===== src/rtl/fp_round_pack_if.sv =====
// Result bus between the FP arithmetic units and fp_round_pack, and from fp_round_pack to writeback.
// The slave modport is the round/pack block; the master modport is its environment.
interface fp_round_pack_if #(
    parameter int EXP  = 8,
    parameter int FRAC = 23
);
    logic                 valid_in;
    logic                 ready_out;
    logic                 sign_in;
    logic [EXP-1:0]       exp_in;
    logic [FRAC+3:0]      mant_in;
    logic [4:0]           flags_in;
    logic                 mode_fp_in;
    logic                 round_mode;
    logic                 valid_out;
    logic                 ready_in;
    logic [EXP+FRAC:0]    result;
    logic [4:0]           flags_out;
    logic                 mode_fp_out;

    modport slave (
        input  valid_in, sign_in, exp_in, mant_in, flags_in, mode_fp_in, round_mode, ready_in,
        output ready_out, valid_out, result, flags_out, mode_fp_out
    );

    modport master (
        output valid_in, sign_in, exp_in, mant_in, flags_in, mode_fp_in, round_mode, ready_in,
        input  ready_out, valid_out, result, flags_out, mode_fp_out
    );
endinterface


===== src/rtl/fp_round_pack.sv =====
// Rounds (RNE/RTZ) an unpacked FP result and packs it to binary32 through a 2-stage elastic pipeline.
// Optional macro FP_PACK_SUBNORM_EN: round subnormal inputs instead of flushing them to zero.
module fp_round_pack #(
    parameter int EXP  = 8,
    parameter int FRAC = 23
) (
    input  logic                        clk,
    input  logic                        rst_n,
    fp_round_pack_if.slave              bus
);
    localparam int W  = EXP + FRAC + 1;
    localparam int MW = FRAC + 4;
    localparam logic [EXP-1:0] EXP_ONES = {EXP{1'b1}};
    // Flag bit positions match the producers' F_* definitions.
    localparam int F_OVERFLOW  = 2;
    localparam int F_UNDERFLOW = 1;
    localparam int F_INEXACT   = 0;

    function automatic logic [W+4:0] round_pack(input logic s, input logic [EXP-1:0] e,
                                                input logic [MW-1:0] m, input logic rm);
        logic [FRAC+1:0] sig_s;
        logic            inc_s;
        logic            inexact_s;
        logic [EXP:0]    exp_s;
        logic [W-1:0]    res_s;
        logic [4:0]      fl_s;
        inexact_s = |m[2:0];
        inc_s     = (rm == 1'b0) ? (m[2] & (m[1] | m[0] | m[3])) : 1'b0;
        sig_s     = {1'b0, m[MW-1:3]} + {{(FRAC+1){1'b0}}, inc_s};
        exp_s     = {1'b0, e} + {{EXP{1'b0}}, sig_s[FRAC+1]};
        res_s     = {W{1'b0}};
        fl_s      = 5'b00000;
        if (e == EXP_ONES) begin
            res_s = {s, EXP_ONES, m[MW-2:3]};
        end else if (m == {MW{1'b0}}) begin
            res_s = {s, {(W-1){1'b0}}};
        end else if (e == {EXP{1'b0}}) begin
`ifdef FP_PACK_SUBNORM_EN
            // Integer bit is 0 here; a carry into it lands on the minimum normal exponent.
            res_s                 = {s, {(EXP-1){1'b0}}, sig_s[FRAC], FRAC'(sig_s)};
            fl_s[F_INEXACT]       = inexact_s;
            fl_s[F_UNDERFLOW]     = inexact_s & ~sig_s[FRAC];
`else
            res_s                 = {s, {(W-1){1'b0}}};
            fl_s[F_INEXACT]       = 1'b1;
            fl_s[F_UNDERFLOW]     = 1'b1;
`endif
        end else if (exp_s >= {1'b0, EXP_ONES}) begin
            if (rm == 1'b0) begin
                res_s = {s, EXP_ONES, {FRAC{1'b0}}};
            end else begin
                res_s = {s, EXP_ONES - {{(EXP-1){1'b0}}, 1'b1}, {FRAC{1'b1}}};
            end
            fl_s[F_OVERFLOW] = 1'b1;
            fl_s[F_INEXACT]  = 1'b1;
        end else begin
            // On a carry the truncated significand is already all-zero.
            res_s           = {s, exp_s[EXP-1:0], FRAC'(sig_s)};
            fl_s[F_INEXACT] = inexact_s;
        end
        return {res_s, fl_s};
    endfunction

    logic           s1_valid_r;
    logic           s1_sign_r;
    logic [EXP-1:0] s1_exp_r;
    logic [MW-1:0]  s1_mant_r;
    logic [4:0]     s1_flags_r;
    logic           s1_mode_r;
    logic           s1_rm_r;
    logic           s2_valid_r;
    logic [W-1:0]   s2_result_r;
    logic [4:0]     s2_flags_r;
    logic           s2_mode_r;
    logic [W+4:0]   packed_s;
    logic           s1_load_s;
    logic           s2_load_s;

    assign bus.ready_out   = ~s1_valid_r | ~s2_valid_r | bus.ready_in;
    assign s1_load_s       = bus.valid_in & bus.ready_out;
    assign s2_load_s       = s1_valid_r & (~s2_valid_r | bus.ready_in);
    assign bus.valid_out   = s2_valid_r;
    assign bus.result      = s2_result_r;
    assign bus.flags_out   = s2_flags_r;
    assign bus.mode_fp_out = s2_mode_r;

    // Round and pack the captured beat
    always_comb begin
        packed_s = round_pack(s1_sign_r, s1_exp_r, s1_mant_r, s1_rm_r);
    end

    // Capture stage and output stage registers
    always_ff @(posedge clk) begin
        if (!rst_n) begin
            s1_valid_r  <= 1'b0;
            s1_sign_r   <= 1'b0;
            s1_exp_r    <= {EXP{1'b0}};
            s1_mant_r   <= {MW{1'b0}};
            s1_flags_r  <= 5'b00000;
            s1_mode_r   <= 1'b0;
            s1_rm_r     <= 1'b0;
            s2_valid_r  <= 1'b0;
            s2_result_r <= {W{1'b0}};
            s2_flags_r  <= 5'b00000;
            s2_mode_r   <= 1'b0;
        end else begin
            if (s1_load_s) begin
                s1_valid_r <= 1'b1;
                s1_sign_r  <= bus.sign_in;
                s1_exp_r   <= bus.exp_in;
                s1_mant_r  <= bus.mant_in;
                s1_flags_r <= bus.flags_in;
                s1_mode_r  <= bus.mode_fp_in;
                s1_rm_r    <= bus.round_mode;
            end else if (s2_load_s) begin
                s1_valid_r <= 1'b0;
            end
            if (s2_load_s) begin
                s2_valid_r  <= 1'b1;
                s2_result_r <= packed_s[W+4:5];
                s2_flags_r  <= s1_flags_r | packed_s[4:0];
                s2_mode_r   <= s1_mode_r;
            end else if (bus.ready_in) begin
                s2_valid_r  <= 1'b0;
            end
        end
    end
endmodule


===== src/flat_wrapper.sv =====
// flat-port wrapper written by rule: the top's interface ports become plain ports
module fp_round_pack_flat 
#(
    parameter int EXP  = 8,
    parameter int FRAC = 23
)
  (clk, rst_n, bus_valid_in, bus_sign_in, bus_exp_in, bus_mant_in, bus_flags_in, bus_mode_fp_in, bus_round_mode, bus_ready_in, bus_ready_out, bus_valid_out, bus_result, bus_flags_out, bus_mode_fp_out);
  fp_round_pack_if #(.EXP(EXP), .FRAC(FRAC)) bus_i ();
  input  logic clk;
  input  logic rst_n;
  input wire logic [$bits(bus_i.valid_in)-1:0] bus_valid_in;
  input wire logic [$bits(bus_i.sign_in)-1:0] bus_sign_in;
  input wire logic [$bits(bus_i.exp_in)-1:0] bus_exp_in;
  input wire logic [$bits(bus_i.mant_in)-1:0] bus_mant_in;
  input wire logic [$bits(bus_i.flags_in)-1:0] bus_flags_in;
  input wire logic [$bits(bus_i.mode_fp_in)-1:0] bus_mode_fp_in;
  input wire logic [$bits(bus_i.round_mode)-1:0] bus_round_mode;
  input wire logic [$bits(bus_i.ready_in)-1:0] bus_ready_in;
  output wire logic [$bits(bus_i.ready_out)-1:0] bus_ready_out;
  output wire logic [$bits(bus_i.valid_out)-1:0] bus_valid_out;
  output wire logic [$bits(bus_i.result)-1:0] bus_result;
  output wire logic [$bits(bus_i.flags_out)-1:0] bus_flags_out;
  output wire logic [$bits(bus_i.mode_fp_out)-1:0] bus_mode_fp_out;
  assign bus_i.valid_in = bus_valid_in;
  assign bus_i.sign_in = bus_sign_in;
  assign bus_i.exp_in = bus_exp_in;
  assign bus_i.mant_in = bus_mant_in;
  assign bus_i.flags_in = bus_flags_in;
  assign bus_i.mode_fp_in = bus_mode_fp_in;
  assign bus_i.round_mode = bus_round_mode;
  assign bus_i.ready_in = bus_ready_in;
  assign bus_ready_out = bus_i.ready_out;
  assign bus_valid_out = bus_i.valid_out;
  assign bus_result = bus_i.result;
  assign bus_flags_out = bus_i.flags_out;
  assign bus_mode_fp_out = bus_i.mode_fp_out;
  fp_round_pack #(.EXP(EXP), .FRAC(FRAC)) u_core (.clk(clk), .rst_n(rst_n), .bus(bus_i));
endmodule

===== config.mk =====
export PLATFORM = sky130hd
export DESIGN_NAME = fp_round_pack_flat
export DESIGN_NICKNAME = d
export VERILOG_FILES = /design/src/rtl/fp_round_pack_if.sv /design/src/rtl/fp_round_pack.sv /design/src/flat_wrapper.sv
export SDC_FILE = /design/constraint.sdc
export NUM_CORES = 1
export LEC_CHECK = 0
export CORE_AREA = 10 10 113 115
export DETAILED_ROUTE_END_ITERATION = 12
export DIE_AREA = 0 0 123 125
export SYNTH_ARGS = -nofsm -noshare
export SYNTH_HDL_FRONTEND = slang
export SYNTH_SLANG_ARGS = --single-unit
export TNS_END_PERCENT = 30

===== constraint.sdc =====
create_clock -name clk -period 4 [get_ports clk]
set_input_delay 0.4 -clock clk [delete_from_list [all_inputs] [get_ports clk]]
set_output_delay 0.4 -clock clk [all_outputs]
set_load 0.01 [all_outputs]

==> results of run 1 <==
==> tightest hold or removal path, stage by stage (launching register included) <==
cell and delay [ns]:
dfxtp_1 0.32, nand2_1 0.05, a21boi_0 0.06
==> cell type report <==
cell class,instances,area share (%)
clock buffer,11,2.82
clock inverter,5,0.676
multi-input combinational,416,43.9
sequential,83,31.0
tap,140,3.26
timing repair buffer,102,18.4
==> kinds of logic (layout without fill, tap and decap cells) <==
kind of cell / after synthesis / in the layout / share of synthesized area, %
AO/OA/AOI/OAI: 148 / 149 / 24.0
XOR/XNOR: 6 / 6 / 1.28
adder cells (fa/ha/maj): 4 / 4 / 1.22
buffers and inverters: 43 / 118 / 4.69
flip-flops: 83 / 83 / 40.4
multiplexers: 1 / 1 / 0.244
AND/OR/NAND/NOR: 256 / 256 / 28.1
==> report_power, final <==
part           internal [mW]  switching [mW]
sequential             0.874          0.0508
clock                  0.262           0.314
combinational          0.147           0.141
==> layout by cell type, fill, tap and decap left out, drive strengths merged, types with 3 or more instances in the layout <==
cell type and n:
dfxtp 83, buf 17, a21oi 24, xnor2 4, nand4 7, a211oi 5, and3 8, nand2 141
or2 3, nor2b 6, o21ai 35, nor2 32, ha 4, a22oi 3, nand3 22, clkinv 4
o21a 4, nand2b 3, o211ai 5, nor3 9, a31oi 10, or4 3, clkdlybuf4s50 85, o221a 4
clkbuf 11, a21boi 47, and2 5, nor4 9
==> worst paths after layout <==
check	slack, ns	to	startpoint	cells past startpoint
setup / recovery	0.29	u_core.bus.result[19]	u_core.s1_mant_r[3]	17
hold / removal	0.47	u_core.bus.flags_out[4]	u_core.s1_flags_r[4]	2
setup reg to reg	0.29	u_core.bus.result[19]	u_core.s1_mant_r[3]	17
hold reg to reg	0.47	u_core.bus.flags_out[4]	u_core.s1_flags_r[4]	2
==> layer usage <==
layer	vias up	global-route usage (%)	part of all wire, %
li1	2031	-	-
met1	1909	20.4	46
met2	119	25.2	46
met3	24	2.97	5.8
met4	0	6.17	2.2
met5	-	0	0
==> through the flow <==
step / power [mW] / util, %
after floorplan: 1.08 / -
after global placement: 1.22 / 47.5
after global routing: 1.87 / 50.6
after CTS: 1.80 / 49.4
final: 1.79 / 50.6
after detailed placement: 1.22 / 47.5
==> sequential cells by signal, summed over array words and instances, names as in the netlist, 5 cells and up <==
signal	cells
u_core.bus.flags_out	5
u_core.bus.result	32
u_core.s1_exp_r	8
u_core.s1_flags_r	5
u_core.s1_mant_r	27
==> timing repair <==
action	CTS	global route
setup endpoints to repair	12	27
setup buffers	0	4
resized for setup	2	15
gates cloned	0	1
pin swaps	0	5
==> impl_metrics.ini, run 1 <==
[clocking]
clockBufferDepth = 2
htreeDepth = 3
root_buffer = clkbuf_8
worstSkewPairLatency_ns = 0.36
cts_made_buffers = 9
cts_hold_buf = 0
cts.clk_slew.worst_paths_ns = 0.08
cts_sinks = 83
cts_tree = done

[placed_design]
globalplace.congestion = 0.841
pre_cts_slack_ns = -0.0617
post-dp-hpwl_um = 8710
placed_cell_area_um2 = 5040
place_inst = 736
numPortBuffers = 86

[timing]
fin_crit_sh_pct = 92.7
setup_ws_ns = 0.291
setup_viol = 0
slew_headroom_pct = 20.1
fmax_ghz = 0.270
skew_ns = 0.00664
setup_tns_ns = 0
rsz0062_at_grt = false
layout_min_cycle_time_ns = 3.71
worstMarginPinSlew_ns = 1.19
hold_ws_ns = 0.465
drv_slew = 0
hold_viol = 0

[worst_setup_path]
crit_arrival_ns = 4.01
crit_path_start_kind = flip-flop
path_cells = nor3_1, nor3b_1, ha_2, ha_1, nand3_1, nor4_2, nand3_1, nor2_2, ha_2, nand4_1, o211a_1, nor2_2, o32ai_4, buf_4, or3b_1, a21oi_1, a211o_1
critPathCaptureType = flip-flop
path_delay_family = simple AND/OR/NAND/NOR gates
crit_buf_inv = 1
slowest_stage = dfxtp_2
path_max_fanout = 6
crit_path_max_incr_delay_ns = 0.36
crit_type = reg -> reg
required_ns = 4.31

[layout]
num-nets-final = 663
fillCellCount = 1046
area_growth_syn_to_layout_pct = 30.7
fin_area_um2 = 5370
layout-drive-gt1-share_pct = 9.24
multi_input_area_um2 = 2360
regArea_um2 = 1660
num_antenna_cells = 0
fin_cells = 757

[pwr]
ir_drop_v = 0.000171
cellPowerDensity_nw_per_um2 = 333
leakage_nw = 1.93

[synth]
synth_top_cells_by_count = nand2_1 (141), dfxtp_1 (83), a21boi_0 (47)
yosysWarnings = 0
synth.avg_cell_area_um2 = 7.60
yosysTopAreaCell = dfxtp_1
synth_top_area_share_pct = 40.4
yosysUniqueCellTypes = 49
ys_seq_area_share_pct = 40.4
ys_seq_elements = 83
syn_area_um2 = 4110
ys_dominant_reg_cell = dfxtp_1
async_reset_ff_share_pct = 0
yosys-top-cells-area = dfxtp_1 (40%), nand2_1 (13%), a21boi_0 (8.6%)
syn-instance-count = 541
synth.most_common_cell = nand2_1
synth-edff-count = 0
syn_nets = 592

[routing]
avgRoutedWirePerCell_um = 16.5
drt_pass1_iterations = 5
antenna_left = 0
wl_um = 12500
route.detailed.drc = 0
vias_per_cell = 5.39
drtIter0Drc = 266
vias = 4083

[flow_run]
drv_cap = 0

[grt]
grt_max_degree = 46
overflow = 0
grt_usage_pct = 15.7
grt_pass1_vias = 4009
grt_pass1_wl_um = 20000
grt_antenna_before_repair = 0

[worst_hold_path]
hold_path.class = reg -> reg

[die]
ios = 87
core_area_um2 = 10600
placementRows = 38
die-width_um = 123
floorplan.die_area_um2 = 15400
die_h_um = 125
start_util_pct = 38.8

[status]
outcome = complete, no violations
No activity file was read; power rests on OpenSTA's default activity.
==> run 2: changes to the inputs <==
--- a/config.mk
+++ b/config.mk
@@ -10,2 +10,4 @@
 export DIE_AREA = 0 0 123 125
+export HOLD_SLACK_MARGIN = 0.06
+export REMOVE_ABC_BUFFERS = 1
 export SYNTH_ARGS = -nofsm -noshare
==> constraint.sdc (replaced) <==
create_clock -name clk -period 4 [get_ports clk]
set_input_delay 0.8 -clock clk [delete_from_list [all_inputs] [get_ports clk]]
set_output_delay 0.8 -clock clk [all_outputs]
set_load 0.01 [all_outputs]
==> run 2 against run 1 <==
Utilization shrank 0.84 points. Sequential share of layout area grew 0.50 points. Clock skew grew 0.0037 ns. Global-route usage grew 0.28 points. Total power shrank 2.8%. Clock-buffer cell count grew 1. Non-clock buffer count shrank 1. Wire length shrank 1.6%. Critical endpoint is now u_core.bus.result[25].
==> impl_metrics.ini, run 2 (synthesized netlist as in run 1, its figures left out) <==
[timing]
fmax_ghz = 0.269
hold_ws_ns = 0.458
drv_slew = 0
rsz0062_at_grt = false
setup_tns_ns = 0
fin_crit_sh_pct = 93.1
layout_min_cycle_time_ns = 3.72
worstMarginPinSlew_ns = 0.818
skew_ns = 0.0103
slew_headroom_pct = 45.2
setup_viol = 0
hold_viol = 0

[layout]
largest_reg_flops = 32
fillCellCount = 1058
fin_cells = 755
num_antenna_cells = 0
final_common_cell = nand2_1
layout-drive-gt1-share_pct = 8.13
area_growth_syn_to_layout_pct = 28.5
layout_common_cells = nand2_1 (140), clkdlybuf4s50_1 (85), dfxtp_1 (83)
fin_area_um2 = 5280
num-nets-final = 661

[pwr]
ir_drop_v = 0.000150
intPower_mw = 1.25
sw_frac_of_total_pct = 28.4
cellPowerDensity_nw_per_um2 = 329
power_switching_uw = 493
leakage_nw = 1.90
clkPwrFrac_pct = 30.6
seqPwrFrac_pct = 53.0
combinationalPowerShare_pct = 16.5

[routing]
avgRoutedWirePerCell_um = 16.3
drtIter0Drc = 252
route.detailed.drc = 0
vias_per_cell = 5.34
vias = 4033
antenna_left = 0
wl_um = 12300
drt_pass1_iterations = 5

[die]
die_h_um = 125
core_area_um2 = 10600
floorplan.die_area_um2 = 15400
die-width_um = 123
start_util_pct = 38.8
placementRows = 38
ios = 87

[placed_design]
place_inst = 737
placed_cell_area_um2 = 5050
numPortBuffers = 86
post-dp-hpwl_um = 8670
globalplace.congestion = 0.921

[flow_run]
drv_cap = 0

[clocking]
clockBufferDepth = 2
cts_made_buffers = 9
worstSkewPairLatency_ns = 0.35
cts.clk_slew.worst_paths_ns = 0.09
cts_hold_buf = 0
cts_tree = done
cts_sinks = 83
root_buffer = clkbuf_8
htreeDepth = 3

[grt]
grt_usage_pct = 16.0
grt_max_degree = 51
grt_antenna_before_repair = 0
grt_pass1_wl_um = 20300
overflow = 0
grt_pass1_vias = 4083

[status]
outcome = complete, no violations

[worst_setup_path]
slowest_stage = dfxtp_1
critPathCaptureType = flip-flop
crit_type = reg -> reg
required_ns = 4.25
path_cells = nor3_1, nor3b_2, ha_2, ha_1, nand3_1, nor4_2, nand3_1, nor2_2, ha_2, nand4_1, o211a_1, o21a_1, a21oi_4, buf_4, nand2_1, nor3_1, nor3_1
path_max_fanout = 7
r2r_slack_ns = 0.28
path_common_cell = nor3_1
crit_path_start_kind = flip-flop
crit_path_max_incr_delay_ns = 0.39
crit_arrival_ns = 3.97

[worst_hold_path]
hold_path.class = reg -> reg
run 2: cell count changes in the layout (fill, tap and decap cells not counted), moves of 2 or more:
cell,before,now
clkbuf_1,0,3
clkinvlp_4,0,3
clkbuf_8,11,9
clkinv_4,2,0
o21ai_4,2,0
run 2: final cells by class:
type	instances	area (um^2)	area share, %
clock buffers	12	135	2.56
clock inverters	4	27.5	0.521
multi-input cells	415	2310	43.7
flip-flops and latches	83	1660	31.5
well taps	140	175	3.32
repair buffers	101	972	18.4
run 2: repair_timing:
item,4_1_cts,5_1_grt
pin swaps,0,1
setup buffers,0,2
gates cloned,0,0
setup endpoints to repair,1,29
resized for setup,1,13
run 2: worst max-delay path, delay by kind of cell (launching register included):
| family | cells | cell delay, ns |
|---|---|---|
| flip-flops | 1 | 0.39 |
| AND/OR/NAND/NOR | 10 | 1.66 |
| buffers and inverters | 1 | 0.17 |
| adder cells (fa/ha/maj) | 3 | 0.62 |
| AO/OA/AOI/OAI | 3 | 0.78 |
run 2: path summary, 6_finish.rpt:
| check | from | end | cells after the start |
|---|---|---|---|
| hold reg to reg | u_core.s1_flags_r[3] | u_core.bus.flags_out[3] | 2 |
| setup reg to reg | u_core.s1_mant_r[3] | u_core.bus.result[25] | 17 |
| setup / recovery | u_core.s1_mant_r[3] | u_core.bus.result[25] | 17 |
| hold / removal | u_core.s1_flags_r[3] | u_core.bus.flags_out[3] | 2 |
run 2: power by group through the flow:
stage	Sequential [mW]	Combinational (mW)	Clock [mW]
2_1_floorplan	0.940	0.123	0
3_5_place_dp	0.940	0.285	0
6_report	0.921	0.287	0.532
3_3_place_gp	0.939	0.282	0
4_1_cts	0.920	0.287	0.548
5_1_grt	0.929	0.320	0.587
run 2: metrics by stage:
stage | power, mW | util (%) | setup WS (ns)
after global placement | 1.22 | 47.6 | 0.162
after global routing | 1.84 | 49.8 | 0.0179
after floorplan | 1.06 | - | 0.373
after CTS | 1.76 | 49.2 | 0.0512
final | 1.74 | 49.8 | 0.277
after detailed placement | 1.22 | 47.6 | 0.00308
run 2: per-layer routing:
layer	up-vias	part of all wire [%]	GRT usage, %	wire length (um)
met4	0	1.2	4.52	146
li1	2031	-	-	-
met5	-	0	0	0
met1	1890	46	20.1	5590
met2	103	47	26.0	5710
met3	9	6.7	4.59	819
